===== config.mk =====
export PLATFORM = sky130hd
export DESIGN_NAME = reaction_controller
export DESIGN_NICKNAME = d
export VERILOG_FILES = /design/src/rtl/reaction_pkg.sv /design/src/rtl/ms_tick_gen.sv /design/src/rtl/reaction_controller.sv
export SDC_FILE = /design/constraint.sdc
export NUM_CORES = 1
export LEC_CHECK = 0
export BUFFER_PORTS_ARGS = -buffer_cell sky130_fd_sc_hd__clkbuf_2
export CORE_MARGIN = 3
export CORE_UTILIZATION = 64
export CTS_CLUSTER_SIZE = 14
export DETAILED_ROUTE_END_ITERATION = 10
export MAX_ROUTING_LAYER = met4
export PLACE_DENSITY = 0.94
export SLEW_MARGIN = 15
export SYNTH_ARGS = -nofsm -noshare
export SYNTH_HDL_FRONTEND = slang
export SYNTH_SLANG_ARGS = --single-unit

===== constraint.sdc =====
create_clock -name clk50M -period 6.55 [get_ports clk50M]
set_input_delay 0.655 -clock clk50M [delete_from_list [all_inputs] [get_ports clk50M]]
set_output_delay 0.655 -clock clk50M [all_outputs]
set_load 0.01 [all_outputs]

===== src/rtl/reaction_pkg.sv =====
// Shared state encoding, ms-value sizing and LFSR constants for the reaction-time trial logic.
// Pure definitions: no latency, no flow control.
package reaction_pkg;

    localparam int          MS_W      = 14;
    localparam int          MAX_MS    = 9999;
    localparam logic [15:0] LFSR_SEED = 16'hACE1;
    localparam logic [15:0] LFSR_MASK = 16'hB400;

    typedef enum logic [2:0] {
        ST_IDLE  = 3'd0,
        ST_ARMED = 3'd1,
        ST_GO    = 3'd2,
        ST_DONE  = 3'd3,
        ST_FALSE = 3'd4
    } state_t;

    // Right-shifting Galois step; a non-zero seed never reaches all-zero.
    function automatic logic [15:0] lfsr_next(input logic [15:0] v);
        return {1'b0, v[15:1]} ^ (v[0] ? LFSR_MASK : 16'h0000);
    endfunction

endpackage


===== src/rtl/ms_tick_gen.sv =====
// Prescaler emitting a 1-cycle tick every TICK_DIV cycles; i_clr restarts the period.
// Tick is combinational from the count, first tick TICK_DIV cycles after a clear; no backpressure.
module ms_tick_gen #(
    parameter int TICK_DIV = 50000
) (
    input  logic i_clk,
    input  logic i_rst_n,
    input  logic i_clr,
    output logic o_tick
);

    localparam int CW = (TICK_DIV > 1) ? $clog2(TICK_DIV) : 1;

    logic [CW-1:0] r_cnt;
    logic          w_last;

    assign w_last = (r_cnt == CW'(TICK_DIV - 1));
    assign o_tick = w_last;

    always_ff @(posedge i_clk or negedge i_rst_n) begin
        if (!i_rst_n) begin
            r_cnt <= '0;
        end else if (i_clr || w_last) begin
            r_cnt <= '0;
        end else begin
            r_cnt <= r_cnt + CW'(1);
        end
    end

endmodule


===== src/rtl/reaction_controller.sv =====
// Reaction-time trial sequencer: random foreperiod, GO light, ms counting until react press.
// Button events land 3 cycles after the raw input rises; all outputs registered; no backpressure.
module reaction_controller #(
    parameter int TICK_DIV     = 50000,
    parameter int MIN_DELAY_MS = 1000,
    parameter int RAND_BITS    = 11,
    parameter int MAX_MS       = reaction_pkg::MAX_MS,
    parameter int MS_W         = reaction_pkg::MS_W
) (
    input  logic            clk50M,
    input  logic            reset_n,
    input  logic            start_btn,
    input  logic            react_btn,
    output logic            go_led,
    output logic            busy,
    output logic [MS_W-1:0] result_ms,
    output logic            result_valid,
    output logic            timeout,
    output logic            false_start,
    output logic [MS_W-1:0] best_ms,
    output logic [2:0]      state_dbg
);

    import reaction_pkg::*;

    if (MIN_DELAY_MS + (2 ** RAND_BITS) - 1 > (2 ** MS_W) - 1) begin : g_delay_range_chk
        $error("MIN_DELAY_MS + 2**RAND_BITS - 1 does not fit in MS_W bits");
    end

    state_t          r_state, w_next;
    logic [1:0]      r_start_sync, r_react_sync;
    logic            r_start_d, r_react_d, r_start_ev, r_react_ev;
    logic [15:0]     r_lfsr;
    logic [MS_W-1:0] r_delay, r_ms, r_result, r_best;
    logic            r_valid, r_timeout, r_false, r_go_led, r_busy;
    logic            w_tick, w_tick_clr, w_go_led_nxt, w_busy_nxt;

    // Raw buttons are asynchronous: 2-FF sync, then a registered rising-edge event.
    always_ff @(posedge clk50M or negedge reset_n) begin
        if (!reset_n) begin
            r_start_sync <= '0;
            r_react_sync <= '0;
            r_start_d    <= 1'b0;
            r_react_d    <= 1'b0;
            r_start_ev   <= 1'b0;
            r_react_ev   <= 1'b0;
            r_lfsr       <= LFSR_SEED;
        end else begin
            r_start_sync <= {r_start_sync[0], start_btn};
            r_react_sync <= {r_react_sync[0], react_btn};
            r_start_d    <= r_start_sync[1];
            r_react_d    <= r_react_sync[1];
            r_start_ev   <= r_start_sync[1] & ~r_start_d;
            r_react_ev   <= r_react_sync[1] & ~r_react_d;
            r_lfsr       <= lfsr_next(r_lfsr);
        end
    end

    assign w_tick_clr = (w_next != r_state) && ((w_next == ST_ARMED) || (w_next == ST_GO));

    ms_tick_gen #(
        .TICK_DIV (TICK_DIV)
    ) u_tick (
        .i_clk   (clk50M),
        .i_rst_n (reset_n),
        .i_clr   (w_tick_clr),
        .o_tick  (w_tick)
    );

    always_ff @(posedge clk50M or negedge reset_n) begin
        if (!reset_n) begin
            r_state  <= ST_IDLE;
            r_go_led <= 1'b0;
            r_busy   <= 1'b0;
        end else begin
            r_state  <= w_next;
            r_go_led <= w_go_led_nxt;
            r_busy   <= w_busy_nxt;
        end
    end

    // A react press always beats a same-cycle tick, in ARMED and in GO.
    always_comb begin
        w_next = r_state;
        case (r_state)
            ST_IDLE, ST_DONE, ST_FALSE: if (r_start_ev) w_next = ST_ARMED;
            ST_ARMED: begin
                if (r_react_ev)                             w_next = ST_FALSE;
                else if (w_tick && (r_delay == MS_W'(1)))   w_next = ST_GO;
            end
            ST_GO: begin
                if (r_react_ev)                                 w_next = ST_DONE;
                else if (w_tick && (r_ms == MS_W'(MAX_MS - 1))) w_next = ST_DONE;
            end
            default: w_next = ST_IDLE;
        endcase
    end

    always_comb begin
        w_go_led_nxt = (w_next == ST_GO);
        w_busy_nxt   = (w_next == ST_ARMED) || (w_next == ST_GO);
    end

    always_ff @(posedge clk50M or negedge reset_n) begin
        if (!reset_n) begin
            r_delay   <= '0;
            r_ms      <= '0;
            r_result  <= '0;
            r_valid   <= 1'b0;
            r_timeout <= 1'b0;
            r_false   <= 1'b0;
            r_best    <= MS_W'(MAX_MS);
        end else begin
            case (r_state)
                ST_IDLE, ST_DONE, ST_FALSE: begin
                    if (r_start_ev) begin
                        r_delay   <= MS_W'(MIN_DELAY_MS) + MS_W'(r_lfsr[RAND_BITS-1:0]);
                        r_valid   <= 1'b0;
                        r_timeout <= 1'b0;
                        r_false   <= 1'b0;
                    end
                end
                ST_ARMED: begin
                    if (r_react_ev) begin
                        r_false <= 1'b1;
                    end else if (w_tick) begin
                        r_delay <= r_delay - MS_W'(1);
                        if (r_delay == MS_W'(1)) r_ms <= '0;
                    end
                end
                ST_GO: begin
                    if (r_react_ev) begin
                        r_result <= r_ms;
                        r_valid  <= 1'b1;
                        if (r_ms < r_best) r_best <= r_ms;
                    end else if (w_tick) begin
                        if (r_ms == MS_W'(MAX_MS - 1)) begin
                            r_ms      <= MS_W'(MAX_MS);
                            r_result  <= MS_W'(MAX_MS);
                            r_valid   <= 1'b1;
                            r_timeout <= 1'b1;
                        end else if (r_ms != MS_W'(MAX_MS)) begin
                            r_ms <= r_ms + MS_W'(1);
                        end
                    end
                end
                default: ;
            endcase
        end
    end

    assign go_led       = r_go_led;
    assign busy         = r_busy;
    assign result_ms    = r_result;
    assign result_valid = r_valid;
    assign timeout      = r_timeout;
    assign false_start  = r_false;
    assign best_ms      = r_best;
    assign state_dbg    = r_state;

endmodule


Word level (Yosys, flattened, before mapping)
Index checks and enable logic that the tools add are counted.

Register bits: 104. Latch bits: 0. Memory bits (writable): 0. Bits in read-only memories: 0. Output and inout bits: 36. Word-level logic and storage cells: 101. Memories: 0.

Add/sub/neg operators: 4. Multipliers: 0. Divide/modulo/power cells: 0. Magnitude comparators: 1. Equal/unequal tests: 22. Shifts and indexed selects: 0. Muxes and demuxes: 32. Bitwise gates (word level): 5. Reductions and logical operators: 19.

Operators by type and width (count): two-way mux 14 bit (13); case mux 14 bit (2 select lines) (2); two-way mux 16 bit (2); adder 16 x 1 -> 16 bit (second input constant) (1); == test 16 bit (second input constant) (1); XOR 15 x 16 -> 16 bit (1); two-way mux 3 bit (5); adder 14 x 1 -> 14 bit (second input constant) (1); == test 14 x 1 -> 1 bit (second input constant) (1); == test 14 bit (second input constant) (1); < comparator 14 bit (1); != test 14 bit (second input constant) (1); subtractor 14 x 1 -> 14 bit (second input constant) (1); adder 10 x 11 -> 12 bit (first input constant) (1); != test 2 bit (second input constant) (6); nonzero test 2 bit (5); == test 3 x 2 -> 1 bit (second input constant) (3); case mux 3 bit (3 select lines) (1); AND reduction 3 bit (3); AND reduction 4 bit (2); AND reduction 7 bit (1); == test 3 x 1 -> 1 bit (second input constant) (2); two-way mux 1 bit (6); != test 3 bit (second input constant) (2); other kinds (12) (20).

Depth between registers and ports, before layout
Gate-level depths: netlist of run 1.

Depth in word-level cells: 10. Gate-level depth with buffers: 10. Mapped depth without buffers: 9.

Cells and area by module
A second synthesis of run 1 with hierarchy kept.

Cell total of the unflattened synthesis: 497. Area, all modules: 5267.6 µm².

By module, submodules not included: reaction_controller (instances 1, cells each 417, area each 4475.5 µm², sequential area each 2222.1 µm²); ms_tick_gen (instances 1, cells each 80, area each 792.0 µm², sequential area each 400.4 µm²).

Worst setup path before layout of run 1
OpenSTA, ideal clock, no wires.

Path kind: register to register. From: register r_best[1], in the netlist best_ms[1]. To: register r_best[11], in the netlist best_ms[11]. Arrival time: 2.415 ns. Data required time: 6.425 ns. Path slack: 4.010 ns. Cell stages (with the launch flop): 10. Buffers on the path: 1. Path through: dfstp_2 -> inv_1 -> ha_1 -> a211oi_1 -> o21ai_1 -> a2111oi_2 -> o21bai_1 -> a41oi_4 -> buf_12 -> mux2_4.

Word-level cells in the longest chain between the ends: 2.

Ends and longest elaborated chain: start, declared (line reaction_controller.sv:34) `logic [MS_W-1:0] r_delay, r_ms, r_result, r_best;`; start signal, assigned (line reaction_controller.sv:112) `r_best <= MS_W'(MAX_MS);`; start signal, assigned (line reaction_controller.sv:135) `if (r_ms < r_best) r_best <= r_ms;`; < comparator 14 bit (line reaction_controller.sv:135); AND reduction 3 bit (no source line).

No other way between the ends. A chain may end at the register's enable or synchronous reset.

Final worst setup path of run 1
From: register r_ms[4]. To: register r_best[0], in the netlist best_ms[0].

Word-level cells in the longest chain between the ends: 2.

Ends and longest elaborated chain: start, declared (line reaction_controller.sv:34); start signal, assigned (line reaction_controller.sv:138) `r_ms <= MS_W'(MAX_MS);`; start signal, assigned (line reaction_controller.sv:143) `r_ms <= r_ms + MS_W'(1);`; < comparator 14 bit (line reaction_controller.sv:135); AND reduction 3 bit (no source line).

No other way between the ends.

==> results of run 1 <==
[area by class of cell]
| class | count | share of cell area |
|---|---|---|
| flip-flops and latches | 104 | 0.4735 |
| multi-input cells | 334 | 0.4134 |
| clock inverters | 7 | 0.01717 |
| well taps | 99 | 0.02236 |
| inverters | 21 | 0.01423 |
| clock buffers | 9 | 0.02236 |
| repair buffers | 40 | 0.03705 |
[worst paths after layout]
path                            slack, ns       startpoint               to
worst max-delay path                 3.61          r_ms[4]       best_ms[0]
worst min-delay path                 0.16          reset_n       best_ms[7]
worst max register to register       3.61          r_ms[4]       best_ms[0]
worst min register to register       0.36  r_start_sync[0]  r_start_sync[1]
max in group asynchronous            5.14          reset_n       r_delay[3]
min in group clk50M                  0.36  r_start_sync[0]  r_start_sync[1]
[cells by family after synthesis]
logic type,count (synthesis),synth area share
AO/OA/AOI/OAI,111,0.1525
XOR/XNOR,25,0.04310
adder cells (fa/ha/maj),19,0.04680
buffers and inverters,36,0.03300
flip-flops,104,0.5163
multiplexers,14,0.03744
AND/OR/NAND/NOR,165,0.1709
[power by group]
| group | switching [mW] | leakage [nW] | total (mW) | internal [mW] |
|---|---|---|---|---|
| logic | 0.138 | 1.07 | 0.218 | 0.0804 |
| registers | 0.0595 | 1.34 | 0.751 | 0.691 |
| clock network | 0.244 | 0.111 | 0.433 | 0.189 |
| total | 0.441 | 2.53 | 1.40 | 0.961 |
[stage by stage]
stage          total power [mW]  setup slack [ns]
4_1_cts                   1.405             3.622
5_1_grt                   1.474             3.493
2_1_floorplan            0.9084             4.010
3_5_place_dp             0.9763             3.635
6_report                  1.402             3.607
3_3_place_gp             0.9602             3.745
[critical path: cells and delay by family (launching register included)]
family,cells,cell delay (ns)
compound gates,6,1.68
fa+ha+maj,1,0.32
mux,1,0.41
flops,1,0.46
[routing by layer]
layer | up-vias | global-route usage
li1 | 1799 | -
met1 | 1906 | 0.3678
met2 | 218 | 0.4210
met3 | 43 | 0.05367
met4 | 0 | 0.1166
met5 | - | -
[registers in the layout, summed over array words and instances, names as in the netlist, 2 cells and up]
signal,count
r_delay,14
state_dbg,3
result_ms,14
r_start_sync,2
r_lfsr,16
r_react_sync,2
r_ms,14
u_tick.r_cnt,16
best_ms,14
[cells in the mapped netlist (all sizes together), types with 3 or more instances]
cell and count:
nand3 17, xor2 17, nand2b 6, xnor2 8, a21o 5, ha 19
a211oi 5, and3 11, dfstp 16, and2 5, nor2 37, nor2b 5
a22o 11, nand4 9, inv 21, a21oi 23, dfrtp 88, nand2 28
nor3 25, mux2 13, clkbuf 7, nor4 10, o22a 9, o31ai 3
o21ai 35, buf 8
==> results.cfg, run 1 <==
[timing]
worstMarginPinSlew_ns = 0.9952
fmax_mhz = 339.8
grt_setup_unrepaired = false
period_share = 0.4493
slew_headroom = 0.3341
hold_slack_ns = 0.1555
hold_viol = 0
drv_slew = 0
min_period_ns = 2.943
tns_ns = 0
clock_skew_ns = 0.01190
setup_viol_count_final = 0

[route]
route.met3.wl_um = 825
antenna_left = 0
met1Wirelength_um = 4666
initialDrtViolationCount = 522
met2RoutedLength_um = 5270
wl_per_cell_um = 18.12
num_vias = 3966
routed_wl_um = 11130
drc = 0
first_pass_iters = 6
avgViaCountPerCell = 6.459
routed.top_layer = met4

[worst_setup_path]
critPathArrivalTime_ns = 3.26
required_ns = 6.86
ff2ff_path_depth = 8
cp_max_fo = 14
crit_path_max_incr_delay_ns = 0.65
critPathLaunchType = register
path_class = register to register
cp_slowest_cell = a41oi_4
endpoint_kind = register
crit_path_cell_trace = ha_1 -> a21o_1 -> a21oi_1 -> o21ai_1 -> a2111oi_2 -> o21bai_1 -> a41oi_4 -> mux2_2

[final_layout]
n_antenna_cell = 0
final_nets = 533
final_core_utilization = 0.7399
finalInstanceArea_um2 = 5539
fillerInstances = 492
multiInputGateArea_um2 = 2290
regArea_um2 = 2623
final_cell_mix = dfrtp_1 (88), clkbuf_2 (38), nor2_1 (35)
stdcell_count = 614
areaGrowthSynthToFinish_pct = 9.039
layout-drive-gt1-share = 0.1922
final_common_cell = dfrtp_1

[global_routing]
antenna_found_initial = 0
grt_max_degree = 81
grt-ovfl-total = 0
first_global_vias = 3868
track_usage = 0.2773
grt_pass1_wl_um = 18810

[placed_design]
place_area_um2 = 5320
dp_cells = 598
dp_hpwl_um = 7560
io_buffers = 39
gp_congestion = 0.8728

[cts]
post_cts.repair.setup_buffers = 0
postCtsHoldBufs = 0
cts_resized = 0
cts_buffers = 9
clk_transition_reported_paths_ns = 0.11
cts_tree = done
htreeDepth = 3
max-clock-path-buffers = 2
clk_latency_ns = 0.38
clock_sinks = 104
clock_tree.root_cell = clkbuf_8

[logic_synthesis]
seq_area_frac_synth = 0.5163
synthFlopType = dfrtp_1
synth_area_leaders = dfrtp_1 (43%), dfstp_2 (8.3%), ha_1 (4.7%)
synth_top_area_cell = dfrtp_1
ys_async_sr_fraction = 1.000
synth_nets = 497
synthDistinctLibCells = 63
syn_inst = 474
yosys_register_bits = 104
syn_area_um2 = 5080
yosys.area.top_type_share = 0.4335
synth_edf_count = 0
syn_avg_cell_area_um2 = 10.72
ys_warn_count = 0

[floorplan]
pin_count = 40
die_area_um2 = 9042
die_height_um = 95.09
start_util = 0.6786
dieWidth_um = 95.09
fp-row-count = 31
core_um2 = 7486

[pwr]
power_density_nw_per_um2 = 253.1
peakVddDrop_uv = 278.4
power_leakage_nw = 2.526

[flow_run]
cap_violations = 0

[outcome]
status = finished clean

[hold_path]
min_path_type = input pin to asynchronous set/reset pin
Power figures use the tool's default switching activity.
==> run 2: changes to the inputs <==
Settings changed: ABC_AREA set to 1, CORE_UTILIZATION 64 to 60, PLACE_DENSITY 0.94 to 0.9.
Clock period 6.55 ns to 3 ns, I/O delays scaled along.
==> run 2 against run 1 <==
Sequential power rose by 120%. Power grew 130%. Via count is 9.1% higher. Register-to-register slack got worse by 2.9 ns. Non-clock buffer count grew 3. Count of clock-buffer cells in the layout rose by 3. Fmax increased by 26%. Cell area grew 5.5%. Hold slack got worse by 0.13 ns. Wire length increased by 2.7%. Critical path type unchanged.
==> results.cfg, run 2 <==
[outcome]
status = finished clean

[timing]
min_period_ns = 2.335
slew_headroom = 0.5949
clock_skew_ns = 0.01183
period_share = 0.7783
tns_ns = 0
hold_viol = 0
finalWorstSetupSlack_ns = 0.6651
drv_slew = 0
setup_viol_count_final = 0
worstMarginPinSlew_ns = 0.6076
hold_slack_ns = 0.02178
grt_setup_unrepaired = false
fmax_mhz = 428.3

[cts]
clk_latency_ns = 0.37
max-clock-path-buffers = 2
clock_sinks = 104
cts_resized = 0
clk_transition_reported_paths_ns = 0.10
clock_tree.root_cell = clkbuf_8
cts_buffers = 9
htreeDepth = 3
cts_tree = done

[worst_setup_path]
cp_slowest_cell = dfrtp_1
crit_top_cell = nand3_1
ff2ff_path_depth = 13
crit_path_max_incr_delay_ns = 0.41
critPathLaunchType = register
cp_max_fo = 16
critPathArrivalTime_ns = 2.59
critPathBufInv = 1
endpoint_kind = register
required_ns = 3.25
ff2ff_setup_slack_ns = 0.67
cpLargestDelayFamily = simple AND/OR/NAND/NOR gates
crit_path_cell_trace = inv_1 -> ha_1 -> nand3_1 -> nor2_1 -> nand2_2 -> nand2_1 -> nand3_2 -> nand3_1 -> nand2_1 -> nand3_1 -> nand2_2 -> nand2_4 -> nor2_1
r2r_end = u_tick.r_cnt[4]
r2r-start = r_ms[0]
path_class = register to register

[pwr]
p_sw_mw = 1.078
power.internal_mw = 2.167
switching_share = 0.3321
peakVddDrop_uv = 342.8
pwr-share-comb = 0.223
finalPower_mw = 3.245
p_seq_frac = 0.507
power_leakage_nw = 2.826
clkPwrFrac = 0.270
power_density_nw_per_um2 = 555.5

[floorplan]
core_um2 = 8423
pin_count = 40
start_util = 0.6355
die_area_um2 = 10090
fp-row-count = 33
dieWidth_um = 100.5
die_height_um = 100.5

[placed_design]
gp_congestion = 0.9550
io_buffers = 39
pre_cts_slack_ns = 0.7175
dp_hpwl_um = 8186
dp_cells = 758
place_area_um2 = 5642

[hold_path]
min_path_type = input pin to register
min_from = start_btn
whs_path_depth = 1
hold_path_end = r_start_sync[0]

[logic_synthesis]
synth_edf_count = 0
yosys_register_bits = 104
synth_top_area_cell = dfrtp_1
seq_area_frac_synth = 0.4899
synth-simple-area-share = 0.2179
synth_xor_area_frac = 0.03927
yosys.area.top_type_share = 0.4114
synthAdderAreaFrac = 0.04441
syn_avg_cell_area_um2 = 8.647
synth_mux_area_frac = 0.002104
yosys.cell_count.top_type = nand2_1
synth_top_family_by_area = simple AND/OR/NAND/NOR gates
syn_area_um2 = 5353
synth_compound_area_frac = 0.1269
synthDistinctLibCells = 47
synth_area_leaders = dfrtp_1 (41%), dfstp_2 (7.9%), nand2_1 (7.7%)
synthFlopType = dfrtp_1
ys_async_sr_fraction = 1.000
synth_common_cells = nand2_1 (110), dfrtp_1 (88), inv_1 (80)
synth_nets = 642
syn_inst = 619
ys_warn_count = 0

[global_routing]
met2_usage = 0.3899
grt_pass1_wl_um = 19370
gr-usage-met1 = 0.3089
grtUsageMet3 = 0.04983
grt_max_degree = 46
track_usage = 0.2487
antenna_found_initial = 0
first_global_vias = 4242
grt-ovfl-total = 0
grt.busiest_layer = met2

[route]
antenna_left = 0
initialDrtViolationCount = 272
avgViaCountPerCell = 5.583
routed_wl_um = 11430
drc = 0
num_vias = 4327
wl_per_cell_um = 14.74
first_pass_iters = 5

[final_layout]
top_regs = r_lfsr x16, u_tick.r_cnt x16
n_antenna_cell = 0
areaGrowthSynthToFinish_pct = 9.140
finalInstanceArea_um2 = 5842
stdcell_count = 775
layout-drive-gt1-share = 0.1910
final_nets = 688
final_core_utilization = 0.6936
final_cell_mix = nand2_1 (110), dfrtp_1 (88), inv_1 (80)
fillerInstances = 630
final_common_cell = nand2_1

[flow_run]
cap_violations = 0
run 2: cell types whose count changed after synthesis, moves of 12 or more:
cell,change
inv_2,+14
nand2_1,+82
inv_1,+60
nor3_1,-14
o21ai_2,+12
nor2_1,+34
nor2_2,+12
o21ai_1,+14
run 2: worst register-to-register path, cell delays in order (launching register included):
cell and delay (ns):
dfrtp_1 0.41, inv_1 0.19, ha_1 0.22, nand3_1 0.08, nor2_1 0.14, nand2_2 0.15, nand2_1 0.12, nand3_2 0.20
nand3_1 0.18, nand2_1 0.07, nand3_1 0.10, nand2_2 0.08, nand2_4 0.20, nor2_1 0.09
run 2: worst max path at each step:
stage | startpoint | to | slack [ns] | cells after the start
after floorplan | r_ms[0] | u_tick.r_cnt[10] | 1.06 | 14
after global placement | state_dbg[0] | r_delay[9] | 0.80 | 10
after detailed placement | r_ms[0] | u_tick.r_cnt[4] | 0.72 | 13
after CTS | r_ms[0] | u_tick.r_cnt[4] | 0.68 | 13
after global routing | r_ms[0] | u_tick.r_cnt[4] | 0.50 | 13
final | r_ms[0] | u_tick.r_cnt[4] | 0.67 | 13
run 2: layout make-up:
type | count | area [µm²] | share of cell area
clock buffers | 12 | 135.1 | 0.02313
clock inverters | 4 | 55.05 | 0.009424
inverters | 96 | 362.8 | 0.06211
multi-input cells | 411 | 2305 | 0.3945
flip-flops and latches | 104 | 2623 | 0.4489
well taps | 105 | 131.4 | 0.02249
repair buffers | 43 | 230.2 | 0.03941
run 2: power groups by stage:
| stage | clock network [mW] | registers [mW] | logic, mW |
|---|---|---|---|
| 2_1_floorplan | 0 | 1.65 | 0.552 |
| 3_3_place_gp | 0 | 1.66 | 0.692 |
| 3_5_place_dp | 0 | 1.67 | 0.718 |
| 4_1_cts | 0.890 | 1.64 | 0.721 |
| 5_1_grt | 0.948 | 1.66 | 0.813 |
| 6_report | 0.877 | 1.64 | 0.724 |
run 2: logic make-up (layout without fill, tap and decap cells):
logic type | count (synthesis) | in the layout
muxes | 1 | 1
adders and majority gates | 19 | 19
AOI/OAI and AO/OA | 109 | 109
DFF | 104 | 104
buffers and inverters | 104 | 155
and+or+nand+nor | 258 | 258
xor gates and xnor gates | 24 | 24
run 2: metal layers:
metal / routed length, µm / vias to the layer above
li1: - / 2096
met1: 4956 / 2026
met2: 5460 / 168
met3: 598 / 37
met4: 412 / 0
met5: 0 / -
run 2: repair_timing:
action,in CTS,in global routing
hold buffers,1,0
hold endpoints to repair,42,0
setup buffers,0,0
==> run 3: changes to the inputs <==
Settings changed: ABC_AREA 1 to 0, CORE_UTILIZATION 60 to 54, PLACE_DENSITY 0.9 to 0.86.
Clock period 3 ns to 2 ns, I/O delays scaled along.
==> run 3 against run 2 <==
Hold slack better by 0.31 ns. Fmax fell by 8.5%. Die area up 5.1%. Critical path type unchanged. The flow now finishes with violations (setup timing). Clock power up 44%. Largest power group unchanged.
==> results.cfg, run 3 (synthesized netlist as in run 1, its figures left out) <==
[route]
route.met3.wl_um = 1922
routed_wl_um = 17930
met1Wirelength_um = 6389
initialDrtViolationCount = 712
antenna_left = 0
avgViaCountPerCell = 6.797
routed.top_layer = met4
wl_per_cell_um = 23.91
met2RoutedLength_um = 8295
num_vias = 5098
drc = 0
first_pass_iters = 6

[pwr]
peakVddDrop_uv = 624.1
clkPwrFrac = 0.246
finalPower_mw = 5.136
p_sw_mw = 1.760
pwr-share-comb = 0.284
p_seq_frac = 0.470
switching_share = 0.3427
power.internal_mw = 3.376
power_leakage_nw = 3.276
power_density_nw_per_um2 = 707.4

[worst_setup_path]
required_ns = 2.27
ff2ff_setup_slack_ns = -0.55
critPathLaunchType = register
cp_max_fo = 11
path_class = register to register
ff2ff_path_depth = 9
endpoint_kind = register
critPathArrivalTime_ns = 2.82
r2r-start = best_ms[2]
r2r_end = best_ms[7]
worstSetupStartpoint = best_ms[2]

[timing]
slew_headroom = 0.6079
hold_slack_ns = 0.3301
fmax_mhz = 391.7
min_period_ns = 2.553
drv_slew = 0
clock_skew_ns = 0.01913
grt_setup_unrepaired = true
finalWorstSetupSlack_ns = -0.5528
setup_viol_count_final = 65
hold_viol = 0
period_share = 1.276
worstMarginPinSlew_ns = 0.5868

[global_routing]
grt-ovfl-total = 0
first_global_vias = 4904
grt_pass1_wl_um = 24030
antenna_found_initial = 0
track_usage = 0.3036
grt_max_degree = 63

[placed_design]
dp_hpwl_um = 9090
io_buffers = 39
pre_cts_slack_ns = -0.4594
gp_congestion = 0.9106

[final_layout]
layout-drive-gt1-share = 0.4875
n_antenna_cell = 0
top_regs = r_lfsr x16, u_tick.r_cnt x16
final_common_cell = buf_4
fillerInstances = 414
final_nets = 660
final_core_utilization = 0.8127
areaGrowthSynthToFinish_pct = 42.93
final_cell_mix = buf_4 (98), dfrtp_1 (87), clkbuf_2 (38)

[floorplan]
dieWidth_um = 103.0
die_height_um = 103.0
die_area_um2 = 10610
start_util = 0.5686
fp-row-count = 34
core_um2 = 8934
pin_count = 40

[outcome]
status = finished, violations left
violations = setup timing

[cts]
clock_tree.root_cell = clkbuf_8
htreeDepth = 3
cts_tree = done
clock_sinks = 104
clk_latency_ns = 0.39
max-clock-path-buffers = 2
cts_buffers = 9
clk_transition_reported_paths_ns = 0.10

[hold_path]
min_path_type = input pin to asynchronous set/reset pin

[flow_run]
cap_violations = 0
[run 3: stage by stage]
stage	area, µm²	instances	TNS [ns]
2_1_floorplan	5197	474	-4.682
3_3_place_gp	6221	707	-6.930
3_5_place_dp	6221	707	-9.066
4_1_cts	6829	736	-5.993
5_1_grt	7261	750	-21.66
6_report	7261	750	-16.94
[run 3: what timing repair did]
action	4_1_cts	5_1_grt
hold endpoints to repair	90	0
buffers inserted	9	16
endpoints found under the setup margin	53	68
hold buffers	3	0
gates resized for setup	64	84
pin swaps	21	36
gates cloned	1	2
[run 3: final cells by class]
cell class | instances | area, µm² | share of cell area
timing repair buffer | 165 | 1270 | 0.1749
inverter | 21 | 81.33 | 0.01120
clock inverter | 7 | 62.56 | 0.008616
clock buffer | 9 | 123.9 | 0.01706
multi-input combinational | 336 | 2964 | 0.4082
tap | 108 | 135.1 | 0.01861
sequential | 104 | 2624 | 0.3614
[run 3: worst max-delay path by stage]
stage	endpoint	slack (ns)	cells after the start
finish	best_ms[7]	-0.55	9
CTS	best_ms[7]	-0.45	10
floorplan	best_ms[11]	-0.36	9
global placement	best_ms[6]	-0.37	9
global route	best_ms[5]	-0.63	10
detailed placement	best_ms[7]	-0.46	10
[run 3: power groups by stage]
stage                     clock network (mW)  logic, mW  registers, mW
after floorplan                            0      0.571           2.44
after detailed placement                   0       1.10           2.42
after global placement                     0       1.05           2.41
final                                   1.26       1.46           2.42
after CTS                               1.27       1.23           2.40
after global routing                    1.35       1.55           2.43
[run 3: critical path: stages (launching register included)]
cell and delay (ns):
dfstp_2 0.56, inv_2 0.05, ha_4 0.25, o2111ai_2 0.24, o21ai_2 0.12, a2111oi_4 0.39, o21bai_2 0.13, a41oi_4 0.20
buf_12 0.19, mux2_4 0.31
[run 3: per-layer routing]
layer | vias up | track usage
met5 | - | -
met4 | 0 | 0.1753
met3 | 155 | 0.06766
met2 | 451 | 0.4771
met1 | 2445 | 0.3587
li1 | 2047 | -
